`config.mk`:
```
export PLATFORM = sky130hd
export DESIGN_NAME = corrida_ctrl_flat
export DESIGN_NICKNAME = d
export VERILOG_FILES = /design/src/rtl/corrida_pkg.sv /design/src/rtl/corrida_if.sv /design/src/rtl/corrida_ctrl_divisor_passo.sv /design/src/rtl/corrida_ctrl.sv /design/src/flat_wrapper.sv
export SDC_FILE = /design/constraint.sdc
export NUM_CORES = 1
export LEC_CHECK = 0
export ABC_AREA = 0
export CORE_MARGIN = 4
export CORE_UTILIZATION = 56
export CTS_CLUSTER_SIZE = 12
export DETAILED_ROUTE_END_ITERATION = 10
export PLACE_DENSITY = 0.91
export SYNTH_ARGS = -nofsm -noshare
export SYNTH_HDL_FRONTEND = slang
export SYNTH_SLANG_ARGS = --single-unit
```
`constraint.sdc`:
```
create_clock -name clk -period 3.1 [get_ports clk]
set_clock_uncertainty 0.1 [all_clocks]
set_input_delay 0.62 -clock clk [delete_from_list [all_inputs] [get_ports clk]]
set_output_delay 0.62 -clock clk [all_outputs]
set_load 0.01 [all_outputs]
```
`src/rtl/corrida_pkg.sv`:
```
// Shared types and constants for the ride sequencer.
package corrida_pkg;

    typedef enum logic [2:0] {
        IDLE     = 3'd0,
        BUSCA    = 3'd1,
        EMBARQUE = 3'd2,
        VIAGEM   = 3'd3,
        CHEGADA  = 3'd4
    } estado_t;

    localparam logic [8:0] GARAGEM       = 9'b000000001;
    localparam logic [7:0] EMBARQUE_LEDG = 8'h0F;
    localparam logic [7:0] CHEGADA_LEDG  = 8'hFF;

    // True when exactly one bit of v is set.
    function automatic logic um_quente(input logic [8:0] v);
        return (v != 9'd0) && ((v & (v - 9'd1)) == 9'd0);
    endfunction

endpackage

```
`src/rtl/corrida_if.sv`:
```
// Request and LED-side signals of the ride sequencer.
interface corrida_if;
    logic       pedido;
    logic [8:0] inicio;
    logic [8:0] fim;
    logic       cancela;
    logic [8:0] fio;
    logic [7:0] acende_verde;
    logic       ocupado;
    logic       aceito;
    logic       erro;
    logic [2:0] estado;
    logic [3:0] distancia;

    modport master (
        output pedido, inicio, fim, cancela,
        input  fio, acende_verde, ocupado, aceito, erro, estado, distancia
    );

    modport slave (
        input  pedido, inicio, fim, cancela,
        output fio, acende_verde, ocupado, aceito, erro, estado, distancia
    );
endinterface

```
`src/rtl/corrida_ctrl_divisor_passo.sv`:
```
// Step-tick prescaler: one-cycle passo every DIV cycles, restartable via limpa.
module divisor_passo #(
    parameter int DIV = 50_000_000
) (
    input  logic clk,
    input  logic reset,
    input  logic limpa,
    output logic passo
);
    localparam int             CW     = (DIV > 1) ? $clog2(DIV) : 1;
    localparam logic [CW-1:0]  ULTIMO = CW'(DIV - 1);

    logic [CW-1:0] cnt_q, cnt_d;

    // Tick on the last count; wrap or restart from zero.
    always_comb begin
        passo = (cnt_q == ULTIMO);
        cnt_d = (limpa || passo) ? '0 : cnt_q + CW'(1);
    end

    // Counter register.
    always_ff @(posedge clk) begin
        if (reset) cnt_q <= '0;
        else       cnt_q <= cnt_d;
    end
endmodule

```
`src/rtl/corrida_ctrl.sv`:
```
// Ride sequencer: drives the driver toward pickup, boards, travels, shows arrival.
//
// state    | meaning
// IDLE     | waiting for a ride request
// BUSCA    | driver moving toward pickup (inicio)
// EMBARQUE | boarding, LEDG 0x0F for T_EMBARQUE ticks
// VIAGEM   | moving toward destination (fim), counting steps
// CHEGADA  | arrival, LEDG 0xFF for T_CHEGADA ticks
module corrida_ctrl
    import corrida_pkg::*;
#(
    parameter int DIV_PASSO  = 50_000_000,
    parameter int T_EMBARQUE = 3,
    parameter int T_CHEGADA  = 2
) (
    input  logic      clk,
    input  logic      reset,
    corrida_if.slave  bus
);
    localparam logic [7:0] EMB_ULT = 8'(T_EMBARQUE - 1);
    localparam logic [7:0] CHG_ULT = 8'(T_CHEGADA - 1);

    estado_t    state_q, state_d;
    logic [8:0] fio_q, fio_d, inicio_q, inicio_d, fim_q, fim_d;
    logic [7:0] verde_q, verde_d, ticks_q, ticks_d;
    logic [3:0] dist_q, dist_d;
    logic       ocupado_q, ocupado_d, aceito_q, aceito_d, erro_q, erro_d;
    logic       passo, limpa;

    divisor_passo #(.DIV(DIV_PASSO)) u_divisor (
        .clk   (clk),
        .reset (reset),
        .limpa (limpa),
        .passo (passo)
    );

    // Next-state logic; arrival takes priority over a step so both never coincide.
    always_comb begin
        state_d  = state_q;
        fio_d    = fio_q;
        inicio_d = inicio_q;
        fim_d    = fim_q;
        ticks_d  = ticks_q;
        dist_d   = dist_q;
        aceito_d = 1'b0;
        erro_d   = bus.pedido && (state_q != IDLE);
        case (state_q)
            IDLE: begin
                if (bus.pedido) begin
                    if (um_quente(bus.inicio) && um_quente(bus.fim) && (bus.inicio != bus.fim)) begin
                        inicio_d = bus.inicio;
                        fim_d    = bus.fim;
                        dist_d   = 4'd0;
                        aceito_d = 1'b1;
                        state_d  = BUSCA;
                    end else begin
                        erro_d = 1'b1;
                    end
                end
            end
            BUSCA: begin
                if (bus.cancela)              state_d = IDLE;
                else if (fio_q == inicio_q)   state_d = EMBARQUE;
                else if (passo)               fio_d = (fio_q > inicio_q) ? (fio_q >> 1) : (fio_q << 1);
            end
            EMBARQUE: begin
                if (bus.cancela)              state_d = IDLE;
                else if (passo) begin
                    if (ticks_q == EMB_ULT)   state_d = VIAGEM;
                    else                      ticks_d = ticks_q + 8'd1;
                end
            end
            VIAGEM: begin
                if (fio_q == fim_q)           state_d = CHEGADA;
                else if (passo) begin
                    fio_d  = (fio_q > fim_q) ? (fio_q >> 1) : (fio_q << 1);
                    dist_d = dist_q + 4'd1;
                end
            end
            CHEGADA: begin
                if (passo) begin
                    if (ticks_q == CHG_ULT)   state_d = IDLE;
                    else                      ticks_d = ticks_q + 8'd1;
                end
            end
            default: state_d = IDLE;
        endcase

        // Every state starts with a fresh prescaler and tick count.
        limpa = (state_d != state_q);
        if (limpa) ticks_d = 8'd0;

        ocupado_d = (state_d != IDLE);
        case (state_d)
            EMBARQUE: verde_d = EMBARQUE_LEDG;
            CHEGADA:  verde_d = CHEGADA_LEDG;
            default:  verde_d = 8'h00;
        endcase
    end

    // State and registered outputs.
    always_ff @(posedge clk) begin
        if (reset) begin
            state_q   <= IDLE;
            fio_q     <= GARAGEM;
            inicio_q  <= GARAGEM;
            fim_q     <= GARAGEM;
            ticks_q   <= 8'd0;
            dist_q    <= 4'd0;
            verde_q   <= 8'h00;
            ocupado_q <= 1'b0;
            aceito_q  <= 1'b0;
            erro_q    <= 1'b0;
        end else begin
            state_q   <= state_d;
            fio_q     <= fio_d;
            inicio_q  <= inicio_d;
            fim_q     <= fim_d;
            ticks_q   <= ticks_d;
            dist_q    <= dist_d;
            verde_q   <= verde_d;
            ocupado_q <= ocupado_d;
            aceito_q  <= aceito_d;
            erro_q    <= erro_d;
        end
    end

    assign bus.fio          = fio_q;
    assign bus.acende_verde = verde_q;
    assign bus.ocupado      = ocupado_q;
    assign bus.aceito       = aceito_q;
    assign bus.erro         = erro_q;
    assign bus.estado       = state_q;
    assign bus.distancia    = dist_q;
endmodule

```
`src/flat_wrapper.sv`:
```
// flat-port wrapper written by rule: the top's interface ports become plain ports
module corrida_ctrl_flat import corrida_pkg::*;
#(
    parameter int DIV_PASSO  = 50_000_000,
    parameter int T_EMBARQUE = 3,
    parameter int T_CHEGADA  = 2
)
  (clk, reset, bus_pedido, bus_inicio, bus_fim, bus_cancela, bus_fio, bus_acende_verde, bus_ocupado, bus_aceito, bus_erro, bus_estado, bus_distancia);
  corrida_if bus_i ();
  input  logic clk;
  input  logic reset;
  input wire logic [$bits(bus_i.pedido)-1:0] bus_pedido;
  input wire logic [$bits(bus_i.inicio)-1:0] bus_inicio;
  input wire logic [$bits(bus_i.fim)-1:0] bus_fim;
  input wire logic [$bits(bus_i.cancela)-1:0] bus_cancela;
  output wire logic [$bits(bus_i.fio)-1:0] bus_fio;
  output wire logic [$bits(bus_i.acende_verde)-1:0] bus_acende_verde;
  output wire logic [$bits(bus_i.ocupado)-1:0] bus_ocupado;
  output wire logic [$bits(bus_i.aceito)-1:0] bus_aceito;
  output wire logic [$bits(bus_i.erro)-1:0] bus_erro;
  output wire logic [$bits(bus_i.estado)-1:0] bus_estado;
  output wire logic [$bits(bus_i.distancia)-1:0] bus_distancia;
  assign bus_i.pedido = bus_pedido;
  assign bus_i.inicio = bus_inicio;
  assign bus_i.fim = bus_fim;
  assign bus_i.cancela = bus_cancela;
  assign bus_fio = bus_i.fio;
  assign bus_acende_verde = bus_i.acende_verde;
  assign bus_ocupado = bus_i.ocupado;
  assign bus_aceito = bus_i.aceito;
  assign bus_erro = bus_i.erro;
  assign bus_estado = bus_i.estado;
  assign bus_distancia = bus_i.distancia;
  corrida_ctrl #(.DIV_PASSO(DIV_PASSO), .T_EMBARQUE(T_EMBARQUE), .T_CHEGADA(T_CHEGADA)) u_core (.clk(clk), .reset(reset), .bus(bus_i));
endmodule
```
# Word-level counts from Yosys, hierarchy flattened
# Cells that the tools add are included.
dict set report word_totals {
  reg_bits 79
  in_bits 22
  output_inout_bits 27
  word_cells 105
}
dict set report classes {
  add_sub_neg 5
  order_cmp 2
  eq_ne 25
  mux 35
  bitwise 4
  n_reduce_logical 23
}
# operator count
set ops {}
lappend ops {{$mux W9} 7}
lappend ops {{$mux W8} 5}
lappend ops {{$pmux W8 S2} 2}
lappend ops {{$mux W3} 10}
lappend ops {{$add A26 B1 Y26 const B} 1}
lappend ops {{$eq A26 B26 Y1 const B} 1}
lappend ops {{$and A9 B9 Y9} 2}
lappend ops {{$eq A9 B9 Y1} 2}
lappend ops {{$gt A9 B9 Y1} 2}
lappend ops {{$logic_not A9 Y1} 2}
lappend ops {{$pmux W9 S2} 1}
lappend ops {{$reduce_bool A9 Y1} 2}
lappend ops {{$sub A9 B1 Y9 const B} 2}
lappend ops {{$mux W4} 4}
lappend ops {{$pmux W3 S5} 1}
lappend ops {{$ne A2 B2 Y1 const B} 7}
lappend ops {{$reduce_and A6 Y1} 2}
lappend ops {{$ne A2 B1 Y1 const B} 5}
lappend ops {{$eq A3 B2 Y1 const B} 3}
lappend ops {{$ne A9 B9 Y1} 1}
lappend ops {{$add A8 B1 Y8 const B} 1}
lappend ops {{$eq A8 B1 Y1 const B} 1}
lappend ops {{$eq A8 B2 Y1 const B} 1}
lappend ops {{$pmux W4 S2} 1}
lappend ops {{other kinds (15)} 28}

# Depth between registers and ports, before layout
# Gate-level depths: netlist of the first run.
dict set report logic_depth {
  depth_word 12
  mapped_depth 11
  ltp_nobuf 9
}

# Cells and area by module
# Synthesis of the first run repeated with hierarchy kept, for this count alone.
dict set report unflattened {
  cells_unflattened 514
  hier_area_um2 4294.1
}
# module n_inst cells_per_inst area_per_inst_um2 seq_area_each_um2
set modules_own_cells {}
lappend modules_own_cells {corrida_ctrl 1 362 2931.6 940.9}
lappend modules_own_cells {divisor_passo 1 152 1362.6 520.5}

# Worst setup path before layout of the first run
# No wires, ideal clock.
dict set report synth_timing {
  kind {input port to flip-flop}
  start {input port bus_inicio[2]}
  end {register u_core.ticks_q[2]}
  setup_time_ps 64
  arrival_time_ps 2748
  t_required_ps 2936
  path_slack_ps 188
  cell_stages 9
  n_path_buf 3
  cell_sequence {buf_2 or4_4 or4_1 and3b_1 and4_1 clkbuf_1 or3_4 buf_6 nor2_1}
}
dict set report synth_via {
  elab_chain_cells 11
  elab_cells_between_ends 13
  cone_classes {1 x add/sub; 2 x eq/ne; 3 x mux; 1 x bitwise; 6 x reduce/logical}
}
# item line
set synth_lines {}
lappend synth_lines {{start, declared} flat_wrapper.sv:13} ;# input wire logic [$bits(bus_i.inicio)-1:0] bus_inicio;
lappend synth_lines {{$sub A9 B1 Y9} corrida_pkg.sv:18} ;# return (v != 9'd0) && ((v & (v - 9'd1)) == 9'd0);
lappend synth_lines {{$and A9 B9 Y9} corrida_pkg.sv:18}
lappend synth_lines {{$logic_not A9 Y1} corrida_pkg.sv:18}
lappend synth_lines {{$logic_and A1 B1 Y1} corrida_pkg.sv:18}
lappend synth_lines {{$logic_and A1 B1 Y1} corrida_ctrl.sv:50} ;# if (um_quente(bus.inicio) && um_quente(bus.fim) && (bus.inicio != bus.fim)) begin
lappend synth_lines {{$logic_and A1 B1 Y1 *} corrida_ctrl.sv:50}
lappend synth_lines {{$mux W3 *} corrida_ctrl.sv:50}
lappend synth_lines {{$mux W3 *} corrida_ctrl.sv:49} ;# if (bus.pedido) begin
lappend synth_lines {{$pmux W3 S5 *} corrida_ctrl.sv:47} ;# case (state_q)
lappend synth_lines {{$ne A3 B3 Y1 *} corrida_ctrl.sv:90} ;# limpa = (state_d != state_q);
lappend synth_lines {{$reduce_or A2 Y1 (no line) *} --}
lappend synth_lines {{end signal, assigned} corrida_ctrl.sv:119} ;# ticks_q <= ticks_d;
lappend synth_lines {{end, declared} corrida_ctrl.sv:25} ;# logic [7:0] verde_q, verde_d, ticks_q, ticks_d;
# Mark *: on every way between the ends. The rest lies on a longest branch, timed or not.
# A chain may end at the register's enable or synchronous reset.

# Final worst setup path of the first run
dict set report layout_timing {
  start {input port bus_inicio[0]}
  end {register u_core.dist_q[2] (netlist: u_core.bus.distancia[2])}
}
dict set report layout_via {
  elab_chain_cells 8
  elab_cells_between_ends 10
  cone_classes {1 x add/sub; 2 x eq/ne; 1 x bitwise; 6 x reduce/logical}
}
# item line
set layout_lines {}
lappend layout_lines {{$sub A9 B1 Y9} corrida_pkg.sv:18}
lappend layout_lines {{$and A9 B9 Y9} corrida_pkg.sv:18}
lappend layout_lines {{$logic_not A9 Y1} corrida_pkg.sv:18}
lappend layout_lines {{$logic_and A1 B1 Y1} corrida_pkg.sv:18}
lappend layout_lines {{$logic_and A1 B1 Y1} corrida_ctrl.sv:50}
lappend layout_lines {{$logic_and A1 B1 Y1 *} corrida_ctrl.sv:50}
lappend layout_lines {{$ne A2 B1 Y1 (no line) *} --}
lappend layout_lines {{$reduce_and A5 Y1 (no line) *} --}
lappend layout_lines {{end signal, assigned} corrida_ctrl.sv:120} ;# dist_q <= dist_d;
lappend layout_lines {{end, declared} corrida_ctrl.sv:26} ;# logic [3:0] dist_q, dist_d;
# Marked as above.

==> results of run 1 <==
==> worst max-delay path: stages <==
cell and delay, ns:
clkdlybuf4s50_1 0.43, or4_4 0.59, o31ai_4 0.22, o2111ai_2 0.15
nor4b_2 0.29, buf_4 0.16, a21oi_1 0.11, or4_1 0.49
a21oi_2 0.21
==> final timing paths <==
kind / start / to / slack (ns) / cells after the start
worst max-delay path: bus_inicio[0] / u_core.bus.distancia[2] / 0.01 / 9
worst min-delay path: u_core.u_divisor.cnt_q[0] / u_core.u_divisor.cnt_q[0] / 0.38 / 1
worst max register to register: u_core.bus.fio[3] / u_core.bus.fio[3] / 0.25 / 9
worst min register to register: u_core.u_divisor.cnt_q[0] / u_core.u_divisor.cnt_q[0] / 0.38 / 1
==> state kept, by name, summed over array words and instances, names as in the netlist, 2 cells and up <==
| name | cells |
|---|---|
| u_core.ticks_q | 8 |
| u_core.bus.fio | 9 |
| u_core.bus.distancia | 4 |
| u_core.fim_q | 9 |
| u_core.bus.estado | 3 |
| u_core.u_divisor.cnt_q | 26 |
| u_core.bus.acende_verde | 2 |
| u_core.inicio_q | 9 |
==> Yosys cell counts, drive strengths merged, types with 3 or more instances <==
| library cell | instances | area [sq um] |
|---|---|---|
| xnor2 | 19 | 166 |
| o31ai | 3 | 27.5 |
| nand4 | 12 | 75.1 |
| nor4 | 6 | 37.5 |
| clkbuf | 10 | 37.5 |
| and3 | 8 | 50.1 |
| nand3b | 3 | 22.5 |
| o21ai | 13 | 65.1 |
| a21o | 4 | 30.0 |
| dfxtp | 73 | 1460 |
| and4 | 5 | 43.8 |
| or4 | 5 | 41.3 |
| or3 | 6 | 42.5 |
| a21oi | 18 | 90.1 |
| nand3 | 22 | 110 |
| nor2b | 6 | 37.5 |
| nor2 | 77 | 289 |
| mux2i | 23 | 230 |
| a31oi | 3 | 18.8 |
| inv | 27 | 101 |
| nor4b | 4 | 41.3 |
| nor3 | 13 | 65.1 |
| nand2 | 18 | 67.6 |
| a211oi | 9 | 67.6 |
| nand2b | 3 | 18.8 |
| buf | 15 | 103 |
| xor2 | 22 | 193 |
| ha | 23 | 288 |
| a211o | 3 | 26.3 |
==> metrics by stage <==
| stage | hold WS (ns) | util [%] | setup WS [ns] | cell area, sq um | setup TNS [ns] |
|---|---|---|---|---|---|
| floorplan | 0.330 | - | 0.188 | 4010 | 0 |
| global placement | 0.343 | 68.1 | -0.178 | 4680 | -5.39 |
| detailed placement | 0.361 | 68.1 | -0.361 | 4680 | -12.58 |
| CTS | 0.379 | 71.2 | 0.0591 | 4890 | 0 |
| global route | 0.421 | 71.7 | -0.117 | 4930 | -0.786 |
| finish | 0.379 | 71.7 | 0.0109 | 4930 | 0 |
==> power by group through the flow <==
stage / registers [W] / logic, W / clock network (W)
detailed placement: 0.000967 / 0.000121 / 0
CTS: 0.000945 / 0.000122 / 0.000745
finish: 0.000945 / 0.000127 / 0.000740
global route: 0.000946 / 0.000138 / 0.000784
floorplan: 0.000966 / 0.0000563 / 0
global placement: 0.000966 / 0.000115 / 0
==> metal layers <==
metal / share of wire (%) / vias to the layer above / GRT usage, %
met5: 0 / - / 0
met4: 2.6 / 0 / 8.67
li1: - / 1774 / -
met2: 50 / 128 / 41.5
met3: 5.4 / 23 / 5.04
met1: 42 / 1710 / 29.2
==> what timing repair did <==
action	in CTS	in global routing
gates cloned	0	0
pin swaps	1	0
buffers inserted	2	0
setup endpoints to repair	2	27
resized for setup	0	7
==> kinds of logic (layout without fill, tap and decap cells) <==
kind of cell / after synthesis / count (layout) / share of synthesized area [%]
AND/OR/NAND/NOR: 196 / 196 / 25.0
buffers and inverters: 52 / 119 / 6.02
flip-flops: 73 / 73 / 36.4
adder cells (fa/ha/maj): 23 / 23 / 7.17
XOR/XNOR: 41 / 41 / 8.95
multiplexers: 23 / 23 / 5.74
AO/OA/AOI/OAI: 65 / 65 / 10.7
==> area by class of cell <==
cell class | count | area [sq um] | share of cell area (%)
Sequential cell | 73 | 1460 | 29.7
Clock buffer | 10 | 128 | 2.59
Multi-Input combinational cell | 348 | 2350 | 47.6
Timing Repair Buffer | 76 | 703 | 14.3
Inverter | 27 | 101 | 2.06
Clock inverter | 6 | 68.8 | 1.40
Tap cell | 96 | 120 | 2.44
==> flow_summary.ini, run 1 <==
[min_path]
hp-class = reg -> reg

[setup_path]
path_max_fanout = 4
cp-start-kind = input pin
endpoint_kind = register
cp.required_ns = 3.29
crit_type = in -> reg
arrival_ns = 3.27

[global_routing]
grt_pass1_wl_microns = 16600
grt_overflow = 0
antenna_found_initial = 0
grt_max_degree = 38
grtUsageTotal_pct = 23.9
grt_pass1_vias = 3573

[clock_tree]
cts_hold_buf = 0
cts.path.max_buffers = 2
insertion_delay_ns = 0.36
numCtsBuffers = 9
clk_pin_slew_ns = 0.08
clockRootBuffer = clkbuf_8
cts_htree_levels = 3
cts.sink_count = 73
tritoncts = yes

[sta]
finalCritPeriodShare_pct = 99.6
rsz0062_at_grt = yes
worstMarginPinSlew_ns = 0.456
finalMaxSlewViolations = 0
fmax_mhz = 324
fin_crit_ns = 3.09
hold_viol = 0
setup_viol = 0
relSlewSlack_pct = 69.2

[placement]
gp_congestion = 0.896
dp_cells = 618
port_buffers = 48
hpwlAfterDp_microns = 7290

[synthesis]
synth_cell_types = 51
yosysWarnings = 0
synth_edf_count = 0
netlist_area_sq_um = 4010
postSynthCellCount = 473
yosysSeqAreaShare_pct = 36.4
synth_flop_cell = dfxtp_1
synthArstFlopShare_pct = 0
synth_fp_nets = 518
syn_avg_cell_area_sq_um = 8.48
ys_seq_elements = 73

[pwr]
ir_drop_uv = 235
leakage_nw = 1.77
p_int_w = 0.00138
comb_power_share_pct = 7.0
clkPwrFrac_pct = 40.9
p_total_w = 0.00181
netSwitchingPower_w = 0.000437
cellPowerDensity_nw_per_um2 = 368
p_seq_share_pct = 52.1
p_sw_share_pct = 24.1

[floorplanning]
ios = 49
die-area_sq_um = 8580
fp.dieW_microns = 92.6
rows = 30
start_util_pct = 58.4
fp.coreArea_sq_um = 6870
die_h_microns = 92.6

[cells_and_area]
nets = 580
layoutNonFillerInstCount = 636
fillers = 480
syn_to_final_growth_pct = 22.9
drive_above_1_share_pct = 10.7
final_common_cell = nor2_1
layout_common_cells = 77 x nor2_1, 73 x dfxtp_1, 48 x clkdlybuf4s50_1
diodes = 0

[job]
cap_viol_max_count = 0

[route]
vias = 3635
drt_wl_total_microns = 10100
dr.pass1.iters = 4
via_per_inst = 5.72
drt-initial-drc-count = 223
wl_per_cell_microns = 15.9
drcViolationCount = 0
antenna_left = 0

[status]
outcome = finished clean
Power figures use the tool's default switching activity.
==> run 2: changes to the inputs <==
Settings changed: CTS_BUF_LIST from default to sky130_fd_sc_hd__clkbuf_16.
==> run 2 against run 1 <==
Clock-buffer cell count down 1; wire length grew 3.7%; global-route usage is 0.98 points higher; hold slack barely moved; sequential share of layout area fell by 0.60 points; flip-flop and latch count is the same; register-to-register slack got worse by 0.04 ns; first-iteration DRC count grew 26%; via count rose by 2.8%; worst setup slack better by 0.089 ns; die area stayed put; critical endpoint is now u_core.u_divisor.cnt_q[8]; highest routed layer unchanged.
==> flow_summary.ini, run 2 (same netlist as run 1, synthesis figures left out) <==
[status]
outcome = finished clean

[clock_tree]
cts_htree_levels = 3
tritoncts = yes
cts.path.max_buffers = 2
numCtsBuffers = 9
clk_pin_slew_ns = 0.06
clockRootBuffer = clkbuf_16
insertion_delay_ns = 0.34
cts_hold_buf = 0
cts.sink_count = 73

[cells_and_area]
largest-register = u_core.u_divisor.cnt_q
layout_common_cells = 77 x nor2_1, 73 x dfxtp_1, 48 x clkdlybuf4s50_1
layoutNonFillerInstCount = 635
nets = 579
diodes = 0
final_common_cell = nor2_1
drive_above_1_share_pct = 11.1
syn_to_final_growth_pct = 25.4
fillers = 452
largest_register_ffs = 26

[global_routing]
grt_use_met1_pct = 29.9
grtUsageTotal_pct = 24.9
antenna_found_initial = 0
busiest_layer = met2
grt_pass1_vias = 3732
grtUsageMet3_pct = 5.61
met2_usage_pct = 43.1
grt_max_degree = 38
grt_overflow = 0
grt_pass1_wl_microns = 17300

[route]
drcViolationCount = 0
dr.pass1.iters = 5
antenna_left = 0
wl_per_cell_microns = 16.5
drt-initial-drc-count = 282
drt_wl_total_microns = 10500
vias = 3736
via_per_inst = 5.88

[sta]
setup_viol = 0
fmax_mhz = 333
holdWs_ns = 0.380
finalCritPeriodShare_pct = 96.8
worstMarginPinSlew_ns = 0.454
hold_viol = 0
fin_crit_ns = 3.00
relSlewSlack_pct = 69.3
finalMaxSlewViolations = 0

[setup_path]
endpoint_kind = register
crit_type = in -> reg
path_max_fanout = 12
cp.required_ns = 3.27
arrival_ns = 3.17
cp-start-kind = input pin

[floorplanning]
fp.coreArea_sq_um = 6870
fp.dieW_microns = 92.6
die-area_sq_um = 8580
start_util_pct = 58.4
die_h_microns = 92.6
rows = 30
ios = 49

[placement]
port_buffers = 48
hpwlAfterDp_microns = 7290
gp_congestion = 0.896
dp_cells = 618

[pwr]
ir_drop_uv = 285
leakage_nw = 1.82
cellPowerDensity_nw_per_um2 = 418

[min_path]
hp-class = reg -> reg

[job]
cap_viol_max_count = 0
run 2: changes by cell type in the layout (fill, tap and decap cells not counted), moves of 2 or more:
| cell | before | now |
|---|---|---|
| a21oi_1 | 17 | 15 |
| clkbuf_16 | 0 | 9 |
| clkbuf_8 | 9 | 0 |
| a21oi_2 | 1 | 3 |
run 2: path summary, 6_finish.rpt:
check | start | to | slack, ns | cells after the start
worst max register to register | u_core.bus.fio[3] | u_core.bus.fio[3] | 0.21 | 9
worst min register to register | u_core.u_divisor.cnt_q[0] | u_core.u_divisor.cnt_q[0] | 0.38 | 1
worst min-delay path | u_core.u_divisor.cnt_q[0] | u_core.u_divisor.cnt_q[0] | 0.38 | 1
worst max-delay path | bus_inicio[3] | u_core.u_divisor.cnt_q[8] | 0.10 | 7
run 2: timing repair:
| item | CTS | global route |
|---|---|---|
| pin swaps | 1 | 2 |
| setup endpoints to repair | 2 | 31 |
| gates resized for setup | 0 | 10 |
| setup buffers | 1 | 0 |
run 2: worst max-delay path, stage by stage:
cell	delay [ns]
clkdlybuf4s50_1	0.41
or3_1	0.50
or4_1	0.54
and3b_1	0.20
and4_2	0.25
or3_4	0.49
nor2_1	0.16
run 2: layer usage:
layer	part of all wire [%]	routed length, microns
met2	50	5220
met4	3.9	404
met5	0	0
met1	40	4190
met3	6.4	666
run 2: where the power goes:
group	switching (W)	internal [W]
Sequential	0.00000375	0.000942
Clock	0.000407	0.000621
Combinational	0.0000654	0.0000617
Total	0.000476	0.00162
run 2: cell type report:
cell class / count / area (sq um) / area share (%)
well taps: 96 / 120 / 2.39
repair buffers: 75 / 696 / 13.8
multi-input cells: 348 / 2350 / 46.8
clock inverters: 7 / 72.6 / 1.44
flip-flops and latches: 73 / 1460 / 29.0
inverters: 27 / 101 / 2.01
clock buffers: 9 / 225 / 4.48
run 2: through the flow:
| step | total power (W) | util, % | setup slack [ns] | TNS (ns) | area, sq um |
|---|---|---|---|---|---|
| final | 0.00210 | 73.2 | 0.100 | 0 | 5030 |
| after detailed placement | 0.00109 | 68.1 | -0.361 | -12.58 | 4680 |
| after global placement | 0.00108 | 68.1 | -0.178 | -5.39 | 4680 |
| after global routing | 0.00216 | 73.2 | -0.0161 | -0.0220 | 5030 |
| after floorplan | 0.00102 | - | 0.188 | 0 | 4010 |
| after CTS | 0.00210 | 72.6 | 0.0514 | 0 | 4980 |
==> run 3: changes to the inputs <==
Settings changed: CAP_MARGIN from default to 10.
==> results of run 3 <==
No change in the layout: final DEF, timing and power equal those of run 2.
